===== config.mk =====
export PLATFORM = sky130hd
export DESIGN_NAME = store_data_align
export DESIGN_NICKNAME = d
export VERILOG_FILES = /design/src/rtl/store_data_align.sv
export SDC_FILE = /design/constraint.sdc
export NUM_CORES = 1
export LEC_CHECK = 0
export CAP_MARGIN = 30
export CORE_AREA = 5 5 129 131
export CTS_BUF_LIST = sky130_fd_sc_hd__clkbuf_4
export DETAILED_ROUTE_END_ITERATION = 6
export DIE_AREA = 0 0 134 136
export DONT_BUFFER_PORTS = 1
export PLACE_DENSITY = 0.67
export SLEW_MARGIN = 20
export SYNTH_ARGS = -nofsm -noshare
export SYNTH_HDL_FRONTEND = slang
export SYNTH_SLANG_ARGS = --single-unit

===== constraint.sdc =====
create_clock -name clk -period 6 [get_ports clk]
set_input_delay 1.5 -clock clk [delete_from_list [all_inputs] [get_ports clk]]
set_output_delay 1.5 -clock clk [all_outputs]
set_load 0.01 [all_outputs]

===== src/rtl/store_data_align.sv =====
// Store data aligner: turns an LSU store into lane-aligned bus write beats.
// Optional MISALIGN_SPLIT_EN splits boundary-crossing stores into two beats.
module store_data_align #(
    parameter int XLEN = 64,
    parameter int AW   = 64
) (
    input  logic                clk,
    input  logic                rst,
    input  logic                req_valid,
    output logic                req_ready,
    input  logic [AW-1:0]       req_addr,
    input  logic [XLEN-1:0]     req_wdata,
    input  logic [2:0]          req_func3,
    input  logic                req_is_cinstr,
    input  logic                flush,
    output logic                bus_valid,
    input  logic                bus_ready,
    output logic [AW-1:0]       bus_addr,
    output logic [XLEN-1:0]     bus_wdata,
    output logic [XLEN/8-1:0]   bus_wstrb,
    output logic                st_done,
    output logic                st_exc,
    output logic [AW-1:0]       st_badaddr,
    output logic [1:0]          dbg_state
);
    localparam int NB  = XLEN / 8;
    localparam int OFS = $clog2(NB);

    localparam logic [1:0] S_IDLE  = 2'd0;
    localparam logic [1:0] S_BEAT0 = 2'd1;
`ifdef MISALIGN_SPLIT_EN
    localparam logic [1:0] S_BEAT1 = 2'd2;
`endif
    localparam logic [1:0] S_EXC   = 2'd3;

    // Handshake: a beat transfers on a cycle where bus_valid && bus_ready;
    // bus_valid and its payload stay put until then. A request is taken on
    // req_valid && req_ready (req_ready is high only in IDLE).
    logic [1:0]      state;
    logic [AW-1:0]   addr_q;
    logic [XLEN-1:0] data_q;
    logic [1:0]      sz_q;
    logic            done_q;
    logic [1:0]      req_sz;
    logic            req_exc;
`ifdef MISALIGN_SPLIT_EN
    logic            cross_q;
    logic            req_cross;
`endif

    // Size kept as log2(bytes); compressed stores only encode word/double.
    always_comb begin
        req_sz  = req_is_cinstr ? {1'b1, req_func3[0]} : req_func3[1:0];
        req_exc = (!req_is_cinstr && req_func3[2]) || ((XLEN == 32) && (req_sz == 2'd3));
`ifdef MISALIGN_SPLIT_EN
        req_cross = (5'(req_addr[OFS-1:0]) + (5'd1 << req_sz)) > 5'(NB);
`else
        case (req_sz)
            2'd0:    req_exc = req_exc;
            2'd1:    req_exc = req_exc || req_addr[0];
            2'd2:    req_exc = req_exc || (|req_addr[1:0]);
            default: req_exc = req_exc || (|req_addr[2:0]);
        endcase
`endif
    end

    always_ff @(posedge clk or posedge rst) begin
        if (rst) begin
            state  <= S_IDLE;
            addr_q <= '0;
            data_q <= '0;
            sz_q   <= '0;
            done_q <= 1'b0;
`ifdef MISALIGN_SPLIT_EN
            cross_q <= 1'b0;
`endif
        end else begin
            done_q <= 1'b0;
            case (state)
                S_IDLE: begin
                    if (req_valid && !flush) begin
                        addr_q <= req_addr;
                        data_q <= req_wdata;
                        sz_q   <= req_sz;
`ifdef MISALIGN_SPLIT_EN
                        cross_q <= req_cross;
`endif
                        state  <= req_exc ? S_EXC : S_BEAT0;
                    end
                end
                S_BEAT0: begin
                    // An accepted beat wins over a same-cycle flush.
                    if (bus_ready) begin
`ifdef MISALIGN_SPLIT_EN
                        if (cross_q) begin
                            state <= S_BEAT1;
                        end else begin
                            state  <= S_IDLE;
                            done_q <= 1'b1;
                        end
`else
                        state  <= S_IDLE;
                        done_q <= 1'b1;
`endif
                    end else if (flush) begin
                        state <= S_IDLE;
                    end
                end
`ifdef MISALIGN_SPLIT_EN
                S_BEAT1: begin
                    if (bus_ready) begin
                        state  <= S_IDLE;
                        done_q <= 1'b1;
                    end
                end
`endif
                S_EXC:   state <= S_IDLE;
                default: state <= S_IDLE;
            endcase
        end
    end

    logic [AW-1:0] base_addr;
`ifdef MISALIGN_SPLIT_EN
    logic [2*NB-1:0]   mask_ext;
    logic [2*NB-1:0]   strb_ext;
    logic [2*XLEN-1:0] data_ext;
`else
    logic [NB-1:0]     mask_nb;
    logic [NB-1:0]     strb_lo;
    logic [XLEN-1:0]   data_lo;
`endif

    // Shifting into a double-width window gives beat0 in the low half and
    // beat1 (the spill-over bytes) in the high half.
    always_comb begin
        base_addr = {addr_q[AW-1:OFS], {OFS{1'b0}}};
`ifdef MISALIGN_SPLIT_EN
        mask_ext = '0;
        for (int i = 0; i < 8; i++) mask_ext[i] = (i < (32'd1 << sz_q));
        strb_ext = mask_ext << addr_q[OFS-1:0];
        data_ext = {{XLEN{1'b0}}, data_q} << {addr_q[OFS-1:0], 3'b000};
`else
        mask_nb = '0;
        for (int i = 0; i < NB; i++) mask_nb[i] = (i < (32'd1 << sz_q));
        strb_lo = mask_nb << addr_q[OFS-1:0];
        data_lo = data_q << {addr_q[OFS-1:0], 3'b000};
`endif
    end

    always_comb begin
        req_ready  = (state == S_IDLE);
        bus_valid  = 1'b0;
        bus_addr   = '0;
        bus_wdata  = '0;
        bus_wstrb  = '0;
        st_exc     = 1'b0;
        st_badaddr = '0;
        case (state)
            S_BEAT0: begin
                bus_valid = 1'b1;
                bus_addr  = base_addr;
`ifdef MISALIGN_SPLIT_EN
                bus_wdata = data_ext[XLEN-1:0];
                bus_wstrb = strb_ext[NB-1:0];
`else
                bus_wdata = data_lo;
                bus_wstrb = strb_lo;
`endif
            end
`ifdef MISALIGN_SPLIT_EN
            S_BEAT1: begin
                bus_valid = 1'b1;
                bus_addr  = base_addr + AW'(NB);
                bus_wdata = data_ext[2*XLEN-1:XLEN];
                bus_wstrb = strb_ext[2*NB-1:NB];
            end
`endif
            S_EXC: begin
                st_exc     = !flush;
                st_badaddr = flush ? '0 : addr_q;
            end
            default: ;
        endcase
    end

    assign st_done   = done_q;
    assign dbg_state = state;
endmodule


After elaboration in Yosys (flattened, before gate mapping). Cells that the tools add are included.

Register bits after elaboration: 133. Output and inout bits: 206. Logic and storage cells: 51.

$lt $le $gt $ge: 8. Equality and inequality tests: 6. Shift operators: 3. Muxes and demuxes: 16. Reduce and logical (&&, ||, !) cells: 13.

Operator list (count): 2-to-1 mux 64 bit (4); < comparator 3 x 32 -> 1 bit (first input constant) (4); < comparator 1 x 32 -> 1 bit (first input constant) (2); < comparator 2 x 32 -> 1 bit (first input constant) (2); left shift 64 x 6 -> 64 bit (1); left shift 1 x 2 -> 32 bit (first input constant) (1); 2-to-1 mux 2 bit (5); 2-to-1 mux 8 bit (1); left shift 8 x 3 -> 8 bit (1); equality test 2 x 1 -> 1 bit (second input constant) (2); equality test 2 bit (second input constant) (2); logical NOT 2 bit (2); 2-to-1 mux 1 bit (4); one-hot mux 2 bit (2 select lines) (1); AND reduction 2 bit (2); logical OR 1 bit (3); inequality test 3 bit (second input constant) (1); one-hot mux 1 bit (3 select lines) (1); OR reduction 3 bit (1); logical AND 1 bit (2); logical NOT 1 bit (2); inequality test 2 x 1 -> 1 bit (second input constant) (1); OR reduction 2 bit (1).

Longest topological paths before layout.
Word-level depth: 7. Mapped depth: 6. Mapped depth without buffers: 6.

Worst setup path after synthesis. OpenSTA, ideal clock, no wires.

Path type: input to output. From: input port flush. To: output port st_badaddr[10]. Arrival time: 2.243 ns. Required time: 4.500 ns. Path slack: 2.257 ns. Stages: 4. Buffers on the path: 2. Path through: nor2_1 > clkbuf_1 > clkbuf_1 > and2_1.

Cells in the longest elaborated chain, start to end: 2.

Ends and longest elaborated chain: from (decl) (RTL line 15) `input logic flush,`; 2-to-1 mux 64 bit (RTL line 181) `st_badaddr = flush ? '0 : addr_q;`; 2-to-1 mux 64 bit (RTL line 159) `case (state)`; to (decl) (RTL line 23) `output logic [AW-1:0] st_badaddr,`.

No other way between the ends.

Final worst setup path.
From: register state[0] (netlist: dbg_state[0]). To: output port bus_wdata[32].

Cells in the longest elaborated chain, start to end: 2.

Ends and longest elaborated chain: from (decl) (RTL line 39) `logic [1:0] state;`; from (signal assigned) (RTL line 88) `state <= req_exc ? S_EXC : S_BEAT0;`; equality test 2 x 1 -> 1 bit (RTL line 159); 2-to-1 mux 64 bit (RTL line 159); to (decl) (RTL line 19) `output logic [XLEN-1:0] bus_wdata,`.

No other way between the ends.

==> impl_metrics.tcl <==
set metrics [dict create \
    outcome "finished, final reports clean" \
    cp_num_buf_inv 0 \
    layout-drive-gt1-share 0.2308 \
    finClkSkew_ns 0.01445 \
    power_density_nw_per_um2 344.5 \
    grt_pass1_vias 5920 \
    ys_top_cells_by_area "dfrtp_1, mux2_2, and2_1, mux2_1, mux2i_1" \
    wl_per_cell_um 27.69 \
    cts_hold_buf 0 \
    clkLatencyLatePin_ns 0.54 \
    worst_pin_slew_ns 1.009 \
    fin_util 0.5314 \
    holdPathStages 1 \
    cts_buffers 17 \
    synth.avg_cell_area_um2 11.05 \
    cpLargestDelayFamily "simple AND/OR/NAND/NOR gates" \
    cts_resized 0 \
    root_buffer "clkbuf_4" \
    routed-via-count 5625 \
    cp_data_arrival_time_ns 3.17 \
    die_area_um2 18220 \
    drc 0 \
    period_needed_ns 4.671 \
    fillCellCount 1368 \
    core_area_um2 15480 \
    synth-seq-cells 133 \
    routed_via_density 6.327 \
    cts_sinks 133 \
    p_total_mw 2.835 \
    slew_headroom 0.3274 \
    hpwl_um 18460 \
    synthCells 709 \
    r2r_start "dbg_state[0]" \
    p_switching_mw 1.046 \
    h-tree-depth 4 \
    synth_top_flop_cell "dfrtp_1" \
    synth_most_common_cell "and2_1" \
    crit_chain "nand2b_1, nor4b_2, o2bb2ai_1" \
    leakage_nw 3.404 \
    port_buffers 0 \
    vdd_drop_max_mv 0.1644 \
    cts_tree "done" \
    cp_slowest_cell "nor4b_2" \
    p_sw_frac 0.3690 \
    max-clock-path-buffers 2 \
    reg2reg_to "data_q[44]" \
    grt-ovfl-total 0 \
    cap_violations 0 \
    min_from "addr_q[31]" \
    drt_iter0_markers 488 \
    seq_power_share 0.470 \
    grt_usage 0.2645 \
    hold_path.class "register to register" \
    postCtsSetupBuffers 0 \
    async_reset_ff_frac 1.000 \
    ys_types 39 \
    intPower_mw 1.789 \
    pwr-share-comb 0.309 \
    start_kind "register" \
    max_stage_delay_ns 1.01 \
    synth_area_um2 7834 \
    p_clk_frac 0.221 \
    synth-edff-count 0 \
    routed_wirelength_um 24610 \
    maxSlewViolCount 0 \
    hold_viol_final 0 \
    setup_tns_ns 0 \
    fmax_ghz 0.2141 \
    setup_viol 0 \
    path_clk_slew_ns 0.11 \
    antenna_found_initial 14 \
    die_w_um 134 \
    antenna_left 0 \
    ys_seq_area_frac 0.4249 \
    drtPass1Iterations 5 \
    ys_warn_count 0 \
    io_pins 343 \
    syn_to_final_growth_pct 5.031 \
    grt_pass1_wl_um 36450 \
    netlist.top_cell.by_area "dfrtp_1" \
    grt_start_max_net_pins 104 \
    rsz0062_at_grt "no" \
    synth_common_cells "and2_1, dfrtp_1, mux2_2, mux2_1, mux2i_1" \
    rows 46 \
    crit_fanout 21 \
    yosysTopAreaCellShare 0.4249 \
    place.gp.congestion 0.9577 \
    reg2reg_depth 4 \
    critPathRequiredTime_ns 4.50 \
    r2r_slack_ns 3.46 \
    nets 818 \
    endpoint_kind "primary output" \
    timing.final.crit_share 0.7786 \
    initial_core_util 0.5060 \
    worst_hold_path.endpoint "addr_q[31]" \
    die_h_um 136 \
    worstSetupPathType "register to primary output" \
]
[per-layer routing]
metal	wire (um)	part of all wire	track usage	vias to the layer above
met2	12250	0.50	0.4354	312
met4	880	0.036	0.1263	10
met3	2509	0.10	0.1099	53
met1	8914	0.36	0.2995	2804
li1	-	-	-	2446
met5	62	0.0025	0	-
[registers in the layout, summed over array words and instances (netlist names)]
name,flops
sz_q,2
data_q,64
dbg_state,2
st_done,1
addr_q,64
[per-stage QoR]
step	cell area [um^2]	instances	hold slack [ns]	setup slack, ns
final	8228	889	0.5099	1.329
after CTS	8153	879	0.5117	1.298
after global placement	7868	849	0.4817	1.996
after global routing	8225	888	0.5451	1.141
after detailed placement	7868	849	0.4861	1.900
after floorplan	7841	711	0.4637	0.9456
[worst reg2reg max path, delay by kind of cell, from the launching register on]
family / cells / cell delay, ns
multiplexers: 1 / 0.44
buffers and inverters: 2 / 1.09
AND/OR/NAND/NOR: 1 / 0.35
flip-flops: 1 / 0.56
[final cells by class]
class                      instances  area, um^2  area share
sequential                       133        3331      0.4048
inverter                           8       35.03    0.004258
timing repair buffer              11       122.6     0.01490
antenna                            8       20.02    0.002433
clock buffer                      17       127.6     0.01551
clock inverter                    13       157.7     0.01916
multi-input combinational        507        4194      0.5097
tap                              192       240.2     0.02920
[placed cells by master, fill, tap and decap left out, types with 3 or more instances in the layout]
master,instances
inv_6,3
nor2_1,31
a2bb2oi_1,8
conb_1,3
a211oi_1,10
o21ai_0,8
and2_1,134
ha_1,3
nor3_1,10
nand2b_1,3
mux2_2,111
o22ai_1,25
diode_2,8
a22oi_1,16
buf_4,9
inv_1,7
mux2i_1,33
dfrtp_1,131
o2bb2ai_1,8
clkbuf_4,17
mux2_1,65
a21oi_1,13
bufinv_16,3
nor2b_1,6
nand2_1,4
[kinds of logic (layout without fill, tap and decap cells)]
group                    count (synthesis)  count (layout)  synth area share
buffers and inverters                   71              49           0.04168
flip-flops                             133             133            0.4249
multiplexers                           209             209            0.2952
AND/OR/NAND/NOR                        198             198            0.1503
adder cells (fa/ha/maj)                  3               3          0.004792
AO/OA/AOI/OAI                           94              94           0.08274
other                                    1              11         0.0004787
[how the worst max path moves through the flow]
stage,start,cells after the start,slack [ns],end
after floorplan,rst,1,0.95,addr_q[0]
after global placement,dbg_state[0],3,2.00,bus_wdata[32]
after detailed placement,flush,2,1.90,st_badaddr[61]
after CTS,dbg_state[0],3,1.30,bus_wdata[32]
after global routing,dbg_state[0],3,1.14,bus_wdata[32]
final,dbg_state[0],3,1.33,bus_wdata[32]
[power groups by stage]
stage	Clock (mW)	Combinational [mW]	Sequential [mW]
finish	0.627	0.875	1.33
global route	0.688	0.945	1.36
CTS	0.647	0.868	1.33
detailed placement	0	0.863	1.35
global placement	0	0.839	1.34
floorplan	0	0.757	1.21
Note: power is estimated with default switching activity, not from simulation.
==> variant: new RTL, same flow settings <==
The parameter `XLEN` goes from 64 to 32.
--- a/src/rtl/store_data_align.sv
+++ b/src/rtl/store_data_align.sv
@@ -1,7 +1,7 @@
 // Store data aligner: turns an LSU store into lane-aligned bus write beats.
 // Optional MISALIGN_SPLIT_EN splits boundary-crossing stores into two beats.
 module store_data_align #(
-    parameter int XLEN = 64,
+    parameter int XLEN = 32,
     parameter int AW   = 64
 ) (
     input  logic                clk,
Interface: changed (resized bus_wdata, bus_wstrb and req_wdata); port bits go from 343 to 275. The function was not compared with the original's and may differ.
==> variant against the original RTL <==
First-iteration DRC count decreased by 73%. Maximum frequency increased by 11%. Worst hold slack improved by 13 ps. Global-route usage decreased by 12 points. Critical path depth increased by 1. Synthesized area decreased by 26%. Setup slack improved by 470 ps. Highest routed layer is now met4. Critical endpoint is now bus_addr[34]. Register-to-register slack improved by 400 ps. Critical path type unchanged. Total power decreased by 36%. Design area decreased by 28%. Sequential cell count decreased by 32. Synthesized cell count decreased by 34%. Wire length decreased by 43%.
==> variant: results (changes against the original RTL) <==
The number of setup buffers added after CTS is 0 (unchanged). The worst IR drop on VDD is 0.106 mV (-35%). The via-per-instance ratio is 5.30 (-16%).

The overall routing resource usage is 14.9% (-12 points). The number of clock buffer instances in the layout came out at 9 (-8). The insertion delay of the later-clocked pin in the worst-skew pair came out at 450 ps (-90 ps).

The post-CTS clock slew at the launch and capture registers of the worst setup and hold paths is 170 ps (+60 ps). The fraction of layout cells with a size suffix above 1 is 27.2% (+4.1 points). The number of instances in the synthesized netlist came out at 466 (-34%).

The final HPWL from detailed placement is 10100 um (-45%). The largest registers in the layout are addr_q (64), data_q (32). The combinational gate power came out at 0.000519 W (-41%).

The net switching power figure came out at 0.000588 W (-44%). The unique cell type count in the Yosys netlist is 28 (-28%). The worst hold slack is 523 ps (+13.2 ps). The sequential share of the synthesized area is 43.7% (+1.2 points).

The setup slack of the most critical reg-to-reg path is 3860 ps (+400 ps). Sorting the synthesized cells by area gives the leading types as dfrtp_1, mux2_4, and2_1. The routability congestion estimate from global placement is 0.793 (-17%). The number of detailed-routing iterations run before antenna repair came out at 4 (-1). The clock network contribution to total cell area came out at 1.98% (-1.5 points). The number of non-clock inverters in the layout came out at 4 (-4). The total power per unit cell area is 303 mW/mm2 (-12%). The highest-delay cell along the critical path is nand2b_1. The wire length of the first global-routing pass is 21500 um (-41%). The share of the clock period used by the worst path after layout was 70.1% (-7.8 points).

The depth of the CTS H-tree is 3 (-1). The largest net degree at the start of global routing came out at 101 (-2.9%). The run finished with clean final reports. The worst hold path endpoint is data_q[30]$_DFFE_PP0P_. The total detailed-routing wirelength is 14000 um (-43%). The internal portion of total power came out at 0.00121 W (-32%). The clock skew came to 23.0 ps (+8.58 ps). The arrival time reported for the critical path endpoint is 2710 ps (-460 ps). The startpoint of the most critical setup path is dbg_state[1]$_DFFE_PP0P_. The headroom to the max-slew limit is 43.8% (+11 points). The post-synthesis sequential element count is 101 (-24%). The area taken by multi-input logic gates came to 0.00294 mm2 (-30%). The largest stage delay on the critical path is 710 ps (-300 ps).

The final layout net count is 552 (-33%). The area share of buffers outside the clock network is 1.64% (+0.15 points). The number of fill cells in the layout is 1471 (+7.5%). In this run the most critical hold path is launched from data_q[30]$_DFFE_PP0P_.

The number of global-route vias before repair came to 3771 (-36%). The multi-input logic cell count is 325 (-36%). The average detailed-routed wire length per instance came to 21.8 um (-21%). The leakage power is 2.67 nW (-22%). The commonest cells after synthesis are and2_1, dfrtp_1, mux2_4, nor2_1, mux2i_1. The count of cells along the worst register-to-register path is 3 (-1).
-- variant: cell count changes in the layout (fill, tap and decap cells not counted), sizes merged, moves of 5 or more --
cell	change
a211oi	+6
a21oi	-9
a22oi	-16
buf	-5
clkbuf	-8
dfrtp	-32
diode	-8
mux2	-79
mux2i	-16
nor2	-5
nor3	-8
o21ai	-6
o22ai	-25
o2bb2ai	-8
-- variant: logic make-up (layout without fill, tap and decap cells) --
family / count (synthesis) / in the layout / synth area share [%]
other cells: 1 / 2 / 0.0648
buf+inv: 41 / 26 / 5.90
flops: 101 / 101 / 43.7
compound gates: 32 / 32 / 4.11
simple gates: 177 / 177 / 18.2
mux: 114 / 114 / 28.1
-- variant: layer usage --
layer / wire, um / global-route usage, % / vias up
met5: 0 / 0 / -
met4: 180 / 4.51 / 0
met3: 948 / 4.29 / 13
met2: 7070 / 25.2 / 162
met1: 5820 / 18.4 / 1725
li1: - / - / 1513
